`src/rtl/flight_pkg.sv`:
```
// Shared flight-control definitions: command/tick widths, default
// prescale, pulse-generator state encoding and the period floor helper.
package flight_pkg;

    localparam int CMD_W        = 10;
    localparam int TICK_W       = 16;
    localparam int PRESCALE_DEF = 32;

    typedef enum logic {
        IDLE = 1'b0,
        RUN  = 1'b1
    } state_t;

    // A frame needs at least one high-capable tick and one low tick.
    function automatic logic [TICK_W-1:0] period_floor(input logic [TICK_W-1:0] p);
        return (p < TICK_W'(2)) ? TICK_W'(2) : p;
    endfunction

endpackage

```
`src/rtl/servo_pwm_channel.sv`:
```
// One pulse channel: shadow/active command registers, width add + clamp
// against the latched frame period, and the registered SERVO output.
import flight_pkg::*;

module servo_pwm_channel (
    input  logic              CLK,
    input  logic              RST,
    input  logic              cmd_valid,
    input  logic [CMD_W-1:0]  cmd,
    input  logic              load,        // next edge starts a new frame
    input  logic              cont,        // next edge stays inside the current frame
    input  logic [TICK_W-1:0] fcnt_next,
    input  logic [CMD_W-1:0]  offset,      // raw OFFSET, latched at this load
    input  logic [CMD_W-1:0]  offset_act,
    input  logic [TICK_W-1:0] period_act,
    output logic              servo
);

    logic [CMD_W-1:0]  shadow;
    logic [CMD_W-1:0]  active;
    logic [CMD_W-1:0]  next_act;
    logic [CMD_W:0]    sum_cur;
    logic [CMD_W:0]    sum_new;
    logic [TICK_W-1:0] w_cur;
    logic              servo_d;

    // A strobe landing on the load cycle is already the latest command,
    // so it bypasses the shadow straight into active.
    always_comb begin
        next_act = cmd_valid ? cmd : shadow;
        sum_cur  = {1'b0, active} + {1'b0, offset_act};
        sum_new  = {1'b0, next_act} + {1'b0, offset};
        if (TICK_W'(sum_cur) >= period_act)
            w_cur = period_act - TICK_W'(1);
        else
            w_cur = TICK_W'(sum_cur);
        // The clamp never drives a nonzero width to zero (period >= 2), so
        // the first tick of a new frame is high iff the raw sum is nonzero.
        servo_d = 1'b0;
        if (load)
            servo_d = (sum_new != '0);
        else if (cont)
            servo_d = (fcnt_next < w_cur);
    end

    // Command registers: shadow follows every strobe, active only at frame start.
    always_ff @(posedge CLK or posedge RST) begin
        if (RST) begin
            shadow <= '0;
            active <= '0;
        end else begin
            if (cmd_valid)
                shadow <= cmd;
            if (load)
                active <= next_act;
        end
    end

    // Registered pulse output; reset clears it without waiting for a clock.
    always_ff @(posedge CLK or posedge RST) begin
        if (RST)
            servo <= 1'b0;
        else
            servo <= servo_d;
    end

endmodule

```
`src/rtl/servo_pwm_gen.sv`:
```
// Multi-channel servo/ESC pulse generator: run/idle FSM, tick prescaler,
// frame tick counter, frame-start latching of OFFSET/PERIOD and the
// pending-command flag. Per-channel width logic lives in servo_pwm_channel.
import flight_pkg::*;

module servo_pwm_gen #(
    parameter int N_CH     = 4,
    parameter int PRESCALE = PRESCALE_DEF
) (
    input  logic                  CLK,
    input  logic                  RST,
    input  logic                  EN,
    input  logic [CMD_W*N_CH-1:0] CMD,
    input  logic                  CMD_VALID,
    input  logic [CMD_W-1:0]      OFFSET,
    input  logic [TICK_W-1:0]     PERIOD,
    output logic [N_CH-1:0]       SERVO,
    output logic                  FRAME_START,
    output logic                  CMD_PENDING
);

    localparam int PCNT_W = (PRESCALE > 2) ? $clog2(PRESCALE) : 1;
    localparam logic [PCNT_W-1:0] PCNT_LAST = PCNT_W'(PRESCALE - 1);

    state_t            state, state_d;
    logic [PCNT_W-1:0] pcnt, pcnt_d;
    logic [TICK_W-1:0] fcnt, fcnt_d;
    logic [CMD_W-1:0]  offset_act;
    logic [TICK_W-1:0] period_act;
    logic              frame_end;
    logic              load;
    logic              cont;

    assign frame_end = (pcnt == PCNT_LAST) && (fcnt == period_act - TICK_W'(1));

    // State register.
    always_ff @(posedge CLK or posedge RST) begin
        if (RST)
            state <= IDLE;
        else
            state <= state_d;
    end

    // Next state: EN is checked every cycle and aborts a frame at once.
    always_comb begin
        state_d = state;
        case (state)
            IDLE:    if (EN)  state_d = RUN;
            RUN:     if (!EN) state_d = IDLE;
            default: state_d = IDLE;
        endcase
    end

    // FSM outputs: frame load/continue strobes and next counter values.
    always_comb begin
        load   = 1'b0;
        cont   = 1'b0;
        pcnt_d = '0;
        fcnt_d = '0;
        if (EN) begin
            case (state)
                IDLE:    load = 1'b1;
                RUN: begin
                    load = frame_end;
                    cont = !frame_end;
                end
                default: load = 1'b0;
            endcase
        end
        if (cont) begin
            if (pcnt == PCNT_LAST) begin
                pcnt_d = '0;
                fcnt_d = fcnt + TICK_W'(1);
            end else begin
                pcnt_d = pcnt + PCNT_W'(1);
                fcnt_d = fcnt;
            end
        end
    end

    // Counters, frame parameters and frame-level flags.
    always_ff @(posedge CLK or posedge RST) begin
        if (RST) begin
            pcnt        <= '0;
            fcnt        <= '0;
            offset_act  <= '0;
            period_act  <= TICK_W'(2);
            FRAME_START <= 1'b0;
            CMD_PENDING <= 1'b0;
        end else begin
            pcnt        <= pcnt_d;
            fcnt        <= fcnt_d;
            FRAME_START <= load;
            if (load) begin
                offset_act  <= OFFSET;
                period_act  <= period_floor(PERIOD);
                CMD_PENDING <= 1'b0;
            end else if (CMD_VALID) begin
                CMD_PENDING <= 1'b1;
            end
        end
    end

    for (genvar i = 0; i < N_CH; i++) begin : g_ch
        servo_pwm_channel u_ch (
            .CLK        (CLK),
            .RST        (RST),
            .cmd_valid  (CMD_VALID),
            .cmd        (CMD[CMD_W*i +: CMD_W]),
            .load       (load),
            .cont       (cont),
            .fcnt_next  (fcnt_d),
            .offset     (OFFSET),
            .offset_act (offset_act),
            .period_act (period_act),
            .servo      (SERVO[i])
        );
    end

endmodule

```
`config.mk`:
```
export PLATFORM = sky130hd
export DESIGN_NAME = servo_pwm_gen
export DESIGN_NICKNAME = d
export VERILOG_FILES = /design/src/rtl/flight_pkg.sv /design/src/rtl/servo_pwm_channel.sv /design/src/rtl/servo_pwm_gen.sv
export SDC_FILE = /design/constraint.sdc
export NUM_CORES = 1
export LEC_CHECK = 0
export ABC_CLOCK_PERIOD_IN_PS = 5700
export BUFFER_PORTS_ARGS = -buffer_cell sky130_fd_sc_hd__buf_2
export CORE_AREA = 2 2 152 154
export DETAILED_ROUTE_END_ITERATION = 7
export DIE_AREA = 0 0 154 156
export PLACE_DENSITY = 0.7
export SYNTH_ARGS = -nofsm -noshare
export SYNTH_HDL_FRONTEND = slang
export SYNTH_SLANG_ARGS = --single-unit
```
`constraint.sdc`:
```
create_clock -name CLK -period 5.7 [get_ports CLK]
set_clock_uncertainty 0.15 [all_clocks]
set_input_delay 0 -clock CLK [delete_from_list [all_inputs] [get_ports CLK]]
set_output_delay 0 -clock CLK [all_outputs]
set_load 0.01 [all_outputs]
```
* Word-level counts from Yosys, hierarchy flattened
Index checks and enable logic that the tools add are counted.
** Cells by class
- Shift operators :: 0
- Multiplexer cells :: 28
- Equal/unequal tests :: 2
- Bitwise logic cells :: 1
- Reduce and logical (&&, ||, !) cells :: 7
- Multipliers :: 0
- Divide/modulo/power cells :: 0
- Add/sub/neg operators :: 11
- $lt $le $gt $ge :: 9
** Operators with widths (count)
- $mux W16 :: 7
- $add A10 B10 Y11 :: 8
- $ge A11 B16 Y1 :: 4
- $lt A16 B16 Y1 :: 4
- $reduce_bool A11 Y1 :: 4
- $mux W10 :: 4
- $add A16 B1 Y16 const B :: 1
- $eq A16 B16 Y1 :: 1
- $lt A16 B2 Y1 const B :: 1
- $sub A16 B1 Y16 const B :: 1
- $mux W1 :: 14
- $mux W5 :: 2
- $add A5 B1 Y5 const B :: 1
- $eq A5 B5 Y1 const B :: 1
- $pmux W1 S2 :: 1
- $reduce_bool A2 Y1 :: 1
- $logic_and A1 B1 Y1 :: 1
- $logic_not A1 Y1 :: 1
- $not A1 Y1 :: 1
** Word-level totals
- Bits of input ports :: 70
- Memories :: 0
- Output and inout port bits :: 6
- Word-level logic and storage cells :: 77
- Memory bits (writable) :: 0
- Memory bits (read-only) :: 0
- Bits in registers :: 134
- Bits in latches :: 0

* Longest topological paths before layout
Gate-level depths: netlist of run 1.
- Depth in word-level cells :: 10
- Mapped depth :: 26
- Gate-level depth less buffers :: 24

* Modules after synthesis
A second synthesis of run 1 with hierarchy kept.
** Second synthesis, totals
- Cells, all modules :: 1288
- Area total of the unflattened synthesis :: 12458.2 µm²
** By module, submodules not included
- servo_pwm_channel at g_ch[0].u_ch ... :: area each 2466.1 µm², sequential area each 525.5 µm², cells each 261, instances 2
- servo_pwm_gen :: area each 2773.9 µm², sequential area each 1252.5 µm², cells each 249, instances 1
- servo_pwm_channel at g_ch[3].u_ch :: area each 2391.0 µm², sequential area each 525.5 µm², cells each 260, instances 1
- servo_pwm_channel at g_ch[1].u_ch :: area each 2361.0 µm², sequential area each 525.5 µm², cells each 257, instances 1

* Least setup slack after synthesis of run 1
No wires, ideal clock.
- Path type :: flip-flop to flip-flop
- From :: register offset_act[1]
- To :: register g_ch[1].u_ch.servo
- Period minus slack after synthesis :: 5341 ps
- Arrival :: 5095 ps
- Path buffers :: 1
- Setup time :: 95 ps
- Slack :: 359 ps
- Stages on the path, launching flop included :: 23
- Data required time :: 5455 ps
- Path through :: dfrtp_1 ha_1 a21o_1 a21oi_1 nor2b_1 o21a_1 o41ai_1 o21ai_0 xor2_1 ha_1 o21a_1 o21ai_0 a21oi_1 clkbuf_1 mux2i_1 ha_1 a21o_1 a21o_1 a21oi_1 nor2_1 a2111oi_0 o21ai_0 o31ai_1
** Between the ends
- Word-level cells in the longest chain between the ends :: 6
** RTL lines
- start, declared :: RTL line servo_pwm_gen.sv:28 : logic [CMD_W-1:0] offset_act;
- start signal, assigned :: RTL line servo_pwm_gen.sv:86 : offset_act <= '0;
- start signal, assigned :: RTL line servo_pwm_gen.sv:95 : offset_act <= OFFSET;
- $add A10 B10 Y11 * :: RTL line servo_pwm_channel.sv:31 : sum_cur = {1'b0, active} + {1'b0, offset_act};
- $ge A11 B16 Y1 :: RTL line servo_pwm_channel.sv:33 : if (TICK_W'(sum_cur) >= period_act)
- $mux W16 * :: RTL line servo_pwm_channel.sv:33
- $lt A16 B16 Y1 * :: RTL line servo_pwm_channel.sv:43 : servo_d = (fcnt_next < w_cur);
- $mux W1 * :: RTL line servo_pwm_channel.sv:42 : else if (cont)
- $mux W1 * :: RTL line servo_pwm_channel.sv:40 : if (load)
- net g_ch[1].u_ch.servo_d :: RTL line servo_pwm_channel.sv:25 : logic servo_d;
- end signal, assigned :: RTL line servo_pwm_channel.sv:64 : servo <= servo_d;
- end, declared :: RTL line servo_pwm_channel.sv:16 : output logic servo
The timed path passes the listed nets; every way through them passes the cells marked *.
A chain may end at the register's enable or synchronous reset.

* Final worst setup path of run 1
- From :: register offset_act[0]
- To :: register g_ch[3].u_ch.servo
** Between the ends
- Word-level cells in the longest chain between the ends :: 6
** RTL lines (RTL line)
- $add A10 B10 Y11 * :: servo_pwm_channel.sv:31
- $ge A11 B16 Y1 :: servo_pwm_channel.sv:33
- $mux W16 * :: servo_pwm_channel.sv:33
- $lt A16 B16 Y1 * :: servo_pwm_channel.sv:43
- $mux W1 * :: servo_pwm_channel.sv:42
- $mux W1 * :: servo_pwm_channel.sv:40
- net g_ch[3].u_ch.servo_d :: servo_pwm_channel.sv:25
- end signal, assigned :: servo_pwm_channel.sv:64
- end, declared :: servo_pwm_channel.sv:16
Marked as above.

==> impl_metrics.json, run 1 <==
{
  "crit_type": "reg2reg",
  "drc": 0,
  "dpl_cell_area_sq_um": 11700,
  "dr.pass1.iters": 4,
  "initial_core_util_pct": 49.2,
  "ioPinCount": 76,
  "grt_usage_pct": 26.3,
  "outcome": "finished with violations",
  "dp_hpwl_um": 23400,
  "holdPathStages": 2,
  "drt-total-wl_um": 30800,
  "yosysWarningCount": 0,
  "synthFlopType": "dfrtp_1",
  "vdd_ir_drop_max_mv": 0.253,
  "totalNegativeSetupSlack_ns": 0,
  "worst_slack_ns": 0.296,
  "synth_area_leaders": "dfrtp_1 (30%), ha_1 (21%), mux2_2 (8.6%), mux2i_1 (3.8%), xnor2_1 (2.9%)",
  "synth_area_leader_cell": "dfrtp_1",
  "routed.top_layer": "met4",
  "synth.avg_cell_area_sq_um": 10.4,
  "synthCells": 1056,
  "cp_max_fo": 5,
  "drv_cap": 0,
  "grt_max_degree": 69,
  "synth_common_cells": "ha_1 (188), dfrtp_1 (133), mux2_2 (84), nand2_1 (63), a21oi_1 (60)",
  "cts_buffers": 17,
  "met3_length_um": 1380,
  "tightest_slew_ns": 1.05,
  "fin_nets": 1488,
  "synth.ff_latch_count": 134,
  "worst-path-stages": 20,
  "grt_first_pass_wirelength_um": 48800,
  "fmax_mhz": 185,
  "clkTransAtPathRegs_ns": 0.07,
  "holdWs_ns": -0.00223,
  "slowest_stage": "a2111oi_1",
  "yosysMostFrequentCell": "ha_1",
  "port_buffers": 75,
  "syn_area_sq_um": 11000,
  "syn_to_final_growth_pct": 20.4,
  "drive_gt1_share_pct": 20.6,
  "die_h_um": 156,
  "fp.dieW_um": 154,
  "std_cell_rows": 55,
  "async_reset_ff_share_pct": 100,
  "crit_chain": "ha_1 -> fa_1 -> a21o_1 -> a21oi_1 -> o21bai_1 -> a21oi_1 -> o21ai_0 -> xor2_1 -> ha_1 -> a2111oi_1 -> a21oi_2 -> mux2i_2 -> ha_1 -> a21o_1 -> a21o_1 -> a21oi_1 -> nor2_1 -> a2111oi_0 -> o21ai_0 -> o31ai_1",
  "rr_worst_depth": 20,
  "regToRegEndpoint": "g_ch[3].u_ch.servo",
  "wl_met1_um": 13700,
  "design_area_sq_um": 13200,
  "drt-wirelength-per-cell_um": 20.3,
  "cts_max_path_buffers": 2,
  "arrival_ns": 5.56,
  "crit_family": "compound AO/OA/AOI/OAI gates",
  "cts_root_buffer": "clkbuf_16",
  "hold_path_startpoint": "CMD_VALID",
  "synth_nets": 1322,
  "gp_congestion": 0.976,
  "cts_tree": "yes",
  "drv_slew": 0,
  "reg2reg_slack_ns": 0.30,
  "synth_top_area_share_pct": 30.3,
  "path_buf_inv": 0,
  "setup_violations": 0,
  "overflow": 0,
  "insertion_delay_ns": 0.43,
  "r2r-start": "offset_act[0]",
  "hp-class": "in2reg",
  "fillers": 1837,
  "pre_cts_slack_ns": 0.0833,
  "slowest_delay_ns": 0.48,
  "dieArea_sq_um": 24000,
  "coreArea_sq_um": 22400,
  "synthDistinctLibCells": 61,
  "hold_path_end": "g_ch[2].u_ch.shadow[0]",
  "clock-sinks": 134,
  "cp.required_ns": 5.86,
  "drt_iter0_drc": 506,
  "timing.final.crit_share_pct": 94.8,
  "violations": "negative hold slack",
  "setup.worst_path.start_class": "register",
  "finalHoldViolCount": 1,
  "antenna_found_initial": 0,
  "via_per_inst": 5.85,
  "seq_area_frac_synth_pct": 30.5,
  "p_per_area_nw_per_um2": 334,
  "vias": 8890,
  "leakage_nw": 6.22,
  "grt_pass1_vias": 8934,
  "antenna_cells": 0,
  "period_minus_slack_ns": 5.40,
  "ant_nets": 0,
  "relSlewSlack_pct": 29.1,
  "synth_edf_count": 0,
  "end_kind": "register",
  "htreeDepth": 4,
  "wl_met2_um": 15000
}
## final cells by class
| cell class | count | area, sq um | area share (%) |
|---|---|---|---|
| Tap cell | 285 | 357 | 2.69 |
| Timing Repair Buffer | 180 | 1380 | 10.4 |
| Sequential cell | 134 | 3360 | 25.3 |
| Clock inverter | 14 | 158 | 1.19 |
| Multi-Input combinational cell | 853 | 7410 | 56.0 |
| Inverter | 36 | 140 | 1.06 |
| Clock buffer | 18 | 439 | 3.32 |
## kinds of logic (layout without fill, tap and decap cells)
kind of cell    after synthesis  after routing  synth area share, %
simple gates                259            259                 12.1
fa+ha+maj                   196            196                 22.8
flops                       134            134                 30.5
buf+inv                      69            248                 2.84
xor+xnor                     73             73                 6.19
compound gates              179            179                 10.4
mux                         146            146                 15.2
## flip-flops by register name, indices dropped and copies added, names as in the netlist
name,cells
g_ch.u_ch.active,40
g_ch.u_ch.shadow,40
fcnt,16
period_act,16
offset_act,10
pcnt,5
g_ch.u_ch.servo,4
CMD_PENDING,1
FRAME_START,1
state,1
## power breakdown
part | internal (mW) | switching (mW)
Sequential | 1.07 | 0.116
Combinational | 0.925 | 1.18
Clock | 0.636 | 0.503
Total | 2.63 | 1.79
## cells in the final DEF, fill, tap and decap left out, drive strengths merged, types with 3 or more instances in the layout
cell | netlist | final
and3 | 11 | 11
nand2b | 6 | 6
o31ai | 3 | 3
o21ai | 39 | 39
nand4 | 19 | 19
nor2 | 51 | 51
nand3 | 28 | 28
mux2i | 42 | 42
nand3b | 4 | 4
nor3 | 21 | 21
mux2 | 104 | 104
o21a | 10 | 10
nor4b | 3 | 3
xnor3 | 3 | 3
o21bai | 4 | 4
clkinv | 0 | 4
a2111oi | 8 | 8
fa | 8 | 8
or4 | 4 | 4
or3 | 5 | 5
nand2 | 64 | 64
o41ai | 5 | 5
clkbuf | 15 | 18
o211ai | 3 | 3
dfrtp | 133 | 133
dlygate4sd3 | 0 | 80
a21o | 28 | 28
buf | 18 | 100
nor2b | 16 | 16
xor2 | 33 | 33
inv | 36 | 45
o2111ai | 5 | 5
ha | 188 | 188
a21oi | 60 | 60
xnor2 | 37 | 37
nor4 | 21 | 21
## layer usage
layer  up-vias  track usage (%)
met4         0             7.08
met5         -                0
met2       255             45.9
met1      4353             34.5
li1       4242                -
met3        40             3.28
## repair_timing
action / CTS / global route
pin swaps: 0 / 2
gates cloned: 0 / 0
endpoints found under the setup margin: 1 / 3
resized for setup: 1 / 13
hold buffers: 80 / 0
endpoints found under the hold margin: 179 / 0
setup buffers: 0 / 3
## how the worst max path moves through the flow
stage                         end  slack [ns]           from
2_1_floorplan  g_ch[1].u_ch.servo        0.36  offset_act[1]
3_3_place_gp   g_ch[1].u_ch.servo        0.24  offset_act[1]
3_5_place_dp   g_ch[1].u_ch.servo        0.08  offset_act[1]
4_1_cts        g_ch[1].u_ch.servo        0.09  offset_act[1]
5_1_grt        g_ch[3].u_ch.servo       -0.11  offset_act[0]
6_report       g_ch[3].u_ch.servo        0.30  offset_act[0]
## per-stage QoR
step           utilization, %  hold WS [ns]  std cells  power, mW
2_1_floorplan               -        -0.119       1056       2.54
3_3_place_gp             52.5      -0.00545       1405       3.09
3_5_place_dp             52.5      -0.00101       1405       3.13
4_1_cts                  58.8      0.000851       1517       4.33
5_1_grt                  59.2        0.0272       1520       4.71
6_report                 59.2      -0.00223       1520       4.42
(Power assumes the default switching activity.)
==> run 2, diff against run 1 <==
Settings changed: ABC_CLOCK_PERIOD_IN_PS 5700 to 5900, PLACE_DENSITY 0.7 to 0.67.
Clock period 5.7 ns to 5.9 ns, I/O delays scaled along.
==> run 2 against run 1 <==
Compared with the run above:
- the run now ends clean
- maximum frequency fell by 2.7%
- sequential share of layout area is 0.33 points higher
- combinational power decreased by 5%
- sequential power down 4%
- worst setup slack improved by 0.052 ns
- worst hold slack improved by 0.021 ns
- design area fell by 1.3%
- non-clock buffer count fell by 11
- routed wire length increased by 0.36%
- clock power down 4%
==> impl_metrics.json, run 2 (synthesized netlist as in run 1, its figures left out) <==
{
  "outcome": "completed",
  "end_kind": "register",
  "fmax_mhz": 180,
  "drt-total-wl_um": 30900,
  "seqPwrFrac_pct": 26.8,
  "hp-class": "in2async",
  "drv_slew": 0,
  "vdd_ir_drop_max_mv": 0.207,
  "overflow": 0,
  "period_minus_slack_ns": 5.55,
  "grt_usage_pct": 26.8,
  "slowest_stage": "or4b_4",
  "setup.worst_path.start_class": "register",
  "top_regs": "g_ch.u_ch.active (40), g_ch.u_ch.shadow (40)",
  "combPwrFrac_pct": 47.3,
  "leakage_nw": 6.15,
  "via_per_inst": 5.79,
  "pwr-share-clk_pct": 25.9,
  "worst_slack_ns": 0.348,
  "layout_common_cells": "ha_1 (188), dfrtp_1 (132), mux2_2 (84)",
  "coreArea_sq_um": 22400,
  "die_h_um": 156,
  "drc": 0,
  "cts_root_buffer": "clkbuf_16",
  "finalHoldViolCount": 0,
  "syn_to_final_growth_pct": 18.9,
  "tightest_slew_ns": 1.07,
  "rsz0062_at_grt": "yes",
  "timing.final.crit_share_pct": 94.1,
  "ant_nets": 0,
  "grt_max_degree": 81,
  "worst-path-stages": 18,
  "fillers": 1847,
  "pre_cts_slack_ns": 0.183,
  "initial_core_util_pct": 49.2,
  "htreeDepth": 4,
  "slowest_delay_ns": 0.59,
  "cp.required_ns": 6.08,
  "cts_max_path_buffers": 2,
  "ioPinCount": 76,
  "fin_nets": 1477,
  "fin_total_pwr_mw": 4.23,
  "design_area_sq_um": 13100,
  "holdWs_ns": 0.0183,
  "drive_gt1_share_pct": 20.3,
  "rr_worst_depth": 18,
  "gp_congestion": 0.942,
  "arrival_ns": 5.73,
  "antenna_found_initial": 0,
  "cts_buffers": 17,
  "cts_tree": "yes",
  "insertion_delay_ns": 0.43,
  "grt_first_pass_wirelength_um": 49400,
  "crit_chain": "inv_1 -> ha_1 -> or4b_4 -> nor4_4 -> xnor2_1 -> a2111o_1 -> or4_4 -> o21a_1 -> nand2_2 -> nor2_1 -> ha_1 -> a21o_1 -> a21o_1 -> a21oi_1 -> nor2_1 -> a2111oi_1 -> o21ai_0 -> o31ai_1",
  "power_switching_share_pct": 39.9,
  "port_buffers": 75,
  "dr.pass1.iters": 7,
  "drt_iter0_drc": 454,
  "fp.dieW_um": 154,
  "path_buf_inv": 1,
  "drv_cap": 0,
  "p_int_mw": 2.54,
  "clock-sinks": 134,
  "cp_max_fo": 11,
  "p_per_area_nw_per_um2": 324,
  "reg2reg_slack_ns": 0.35,
  "std_cell_rows": 55,
  "drt-wirelength-per-cell_um": 20.5,
  "relSlewSlack_pct": 28.8,
  "dpl_cell_area_sq_um": 11700,
  "dp.cells": 1405,
  "vias": 8721,
  "fin_cells": 1507,
  "setup_violations": 0,
  "dp_hpwl_um": 23800,
  "antenna_cells": 0,
  "final_common_cell": "ha_1",
  "dieArea_sq_um": 24000,
  "crit_type": "reg2reg",
  "grt_pass1_vias": 8961,
  "crit_family": "compound AO/OA/AOI/OAI gates",
  "clkTransAtPathRegs_ns": 0.07,
  "switchingPower_mw": 1.69
}
[run 2: changes by cell type in the layout (fill, tap and decap cells not counted), sizes merged]
| cell | before | now |
|---|---|---|
| clkinv | 4 | 5 |
| clkinvlp | 0 | 1 |
| dlygate4sd3 | 80 | 72 |
| buf | 100 | 97 |
| inv | 45 | 40 |
| bufinv | 1 | 2 |
[run 2: layout make-up]
cell class / count / area, sq um / area share (%)
sequential: 134 / 3360 / 25.7
timing repair buffer: 169 / 1260 / 9.65
multi-input combinational: 853 / 7370 / 56.4
clock inverter: 12 / 146 / 1.12
inverter: 36 / 140 / 1.07
tap: 285 / 357 / 2.73
clock buffer: 18 / 439 / 3.36
[run 2: power groups by stage]
stage / Combinational [mW] / Sequential [mW] / Clock [mW]
2_1_floorplan: 1.35 / 1.10 / 0
3_3_place_gp: 1.86 / 1.14 / 0
3_5_place_dp: 1.90 / 1.15 / 0
4_1_cts: 1.96 / 1.13 / 1.11
5_1_grt: 2.23 / 1.15 / 1.15
6_report: 2.00 / 1.13 / 1.10
[run 2: path summary, 6_finish.rpt]
kind	to	start
max in group asynchronous	FRAME_START	RST
hold reg to reg	pcnt[0]	pcnt[0]
hold / removal	g_ch[1].u_ch.shadow[2]	RST
setup / recovery	g_ch[3].u_ch.servo	period_act[1]
min in group CLK	CMD_PENDING	CMD_VALID
setup reg to reg	g_ch[3].u_ch.servo	period_act[1]
[run 2: per-stage QoR]
stage                     util [%]   TNS, ns
after floorplan                  -         0
after global placement        52.5         0
after detailed placement      52.5         0
after CTS                     58.3         0
after global routing          58.4  -0.00347
final                         58.4         0
[run 2: repair_timing]
| action | in CTS | in global routing |
|---|---|---|
| setup endpoints to repair | 0 | 3 |
| buffers inserted | 0 | 0 |
| gates resized for setup | 0 | 9 |
| endpoints found under the hold margin | 170 | 0 |
| hold buffers | 72 | 0 |
[run 2: routing by layer]
layer / vias up / track usage (%) / part of all wire, %
met5: - / 0 / 0
met2: 230 / 44.3 / 47
met1: 4211 / 35.0 / 45
met4: 0 / 12.3 / 4.3
li1: 4221 / - / -
met3: 59 / 3.61 / 3.9
[run 2: worst register-to-register path, stage by stage (launching register included)]
cell and delay [ns]:
dfstp_2 0.38, inv_1 0.16, ha_1 0.28, or4b_4 0.59
nor4_4 0.18, xnor2_1 0.21, a2111o_1 0.46, or4_4 0.57
o21a_1 0.29, nand2_2 0.23, nor2_1 0.16, ha_1 0.36
a21o_1 0.16, a21o_1 0.19, a21oi_1 0.18, nor2_1 0.07
a2111oi_1 0.36, o21ai_0 0.20, o31ai_1 0.26
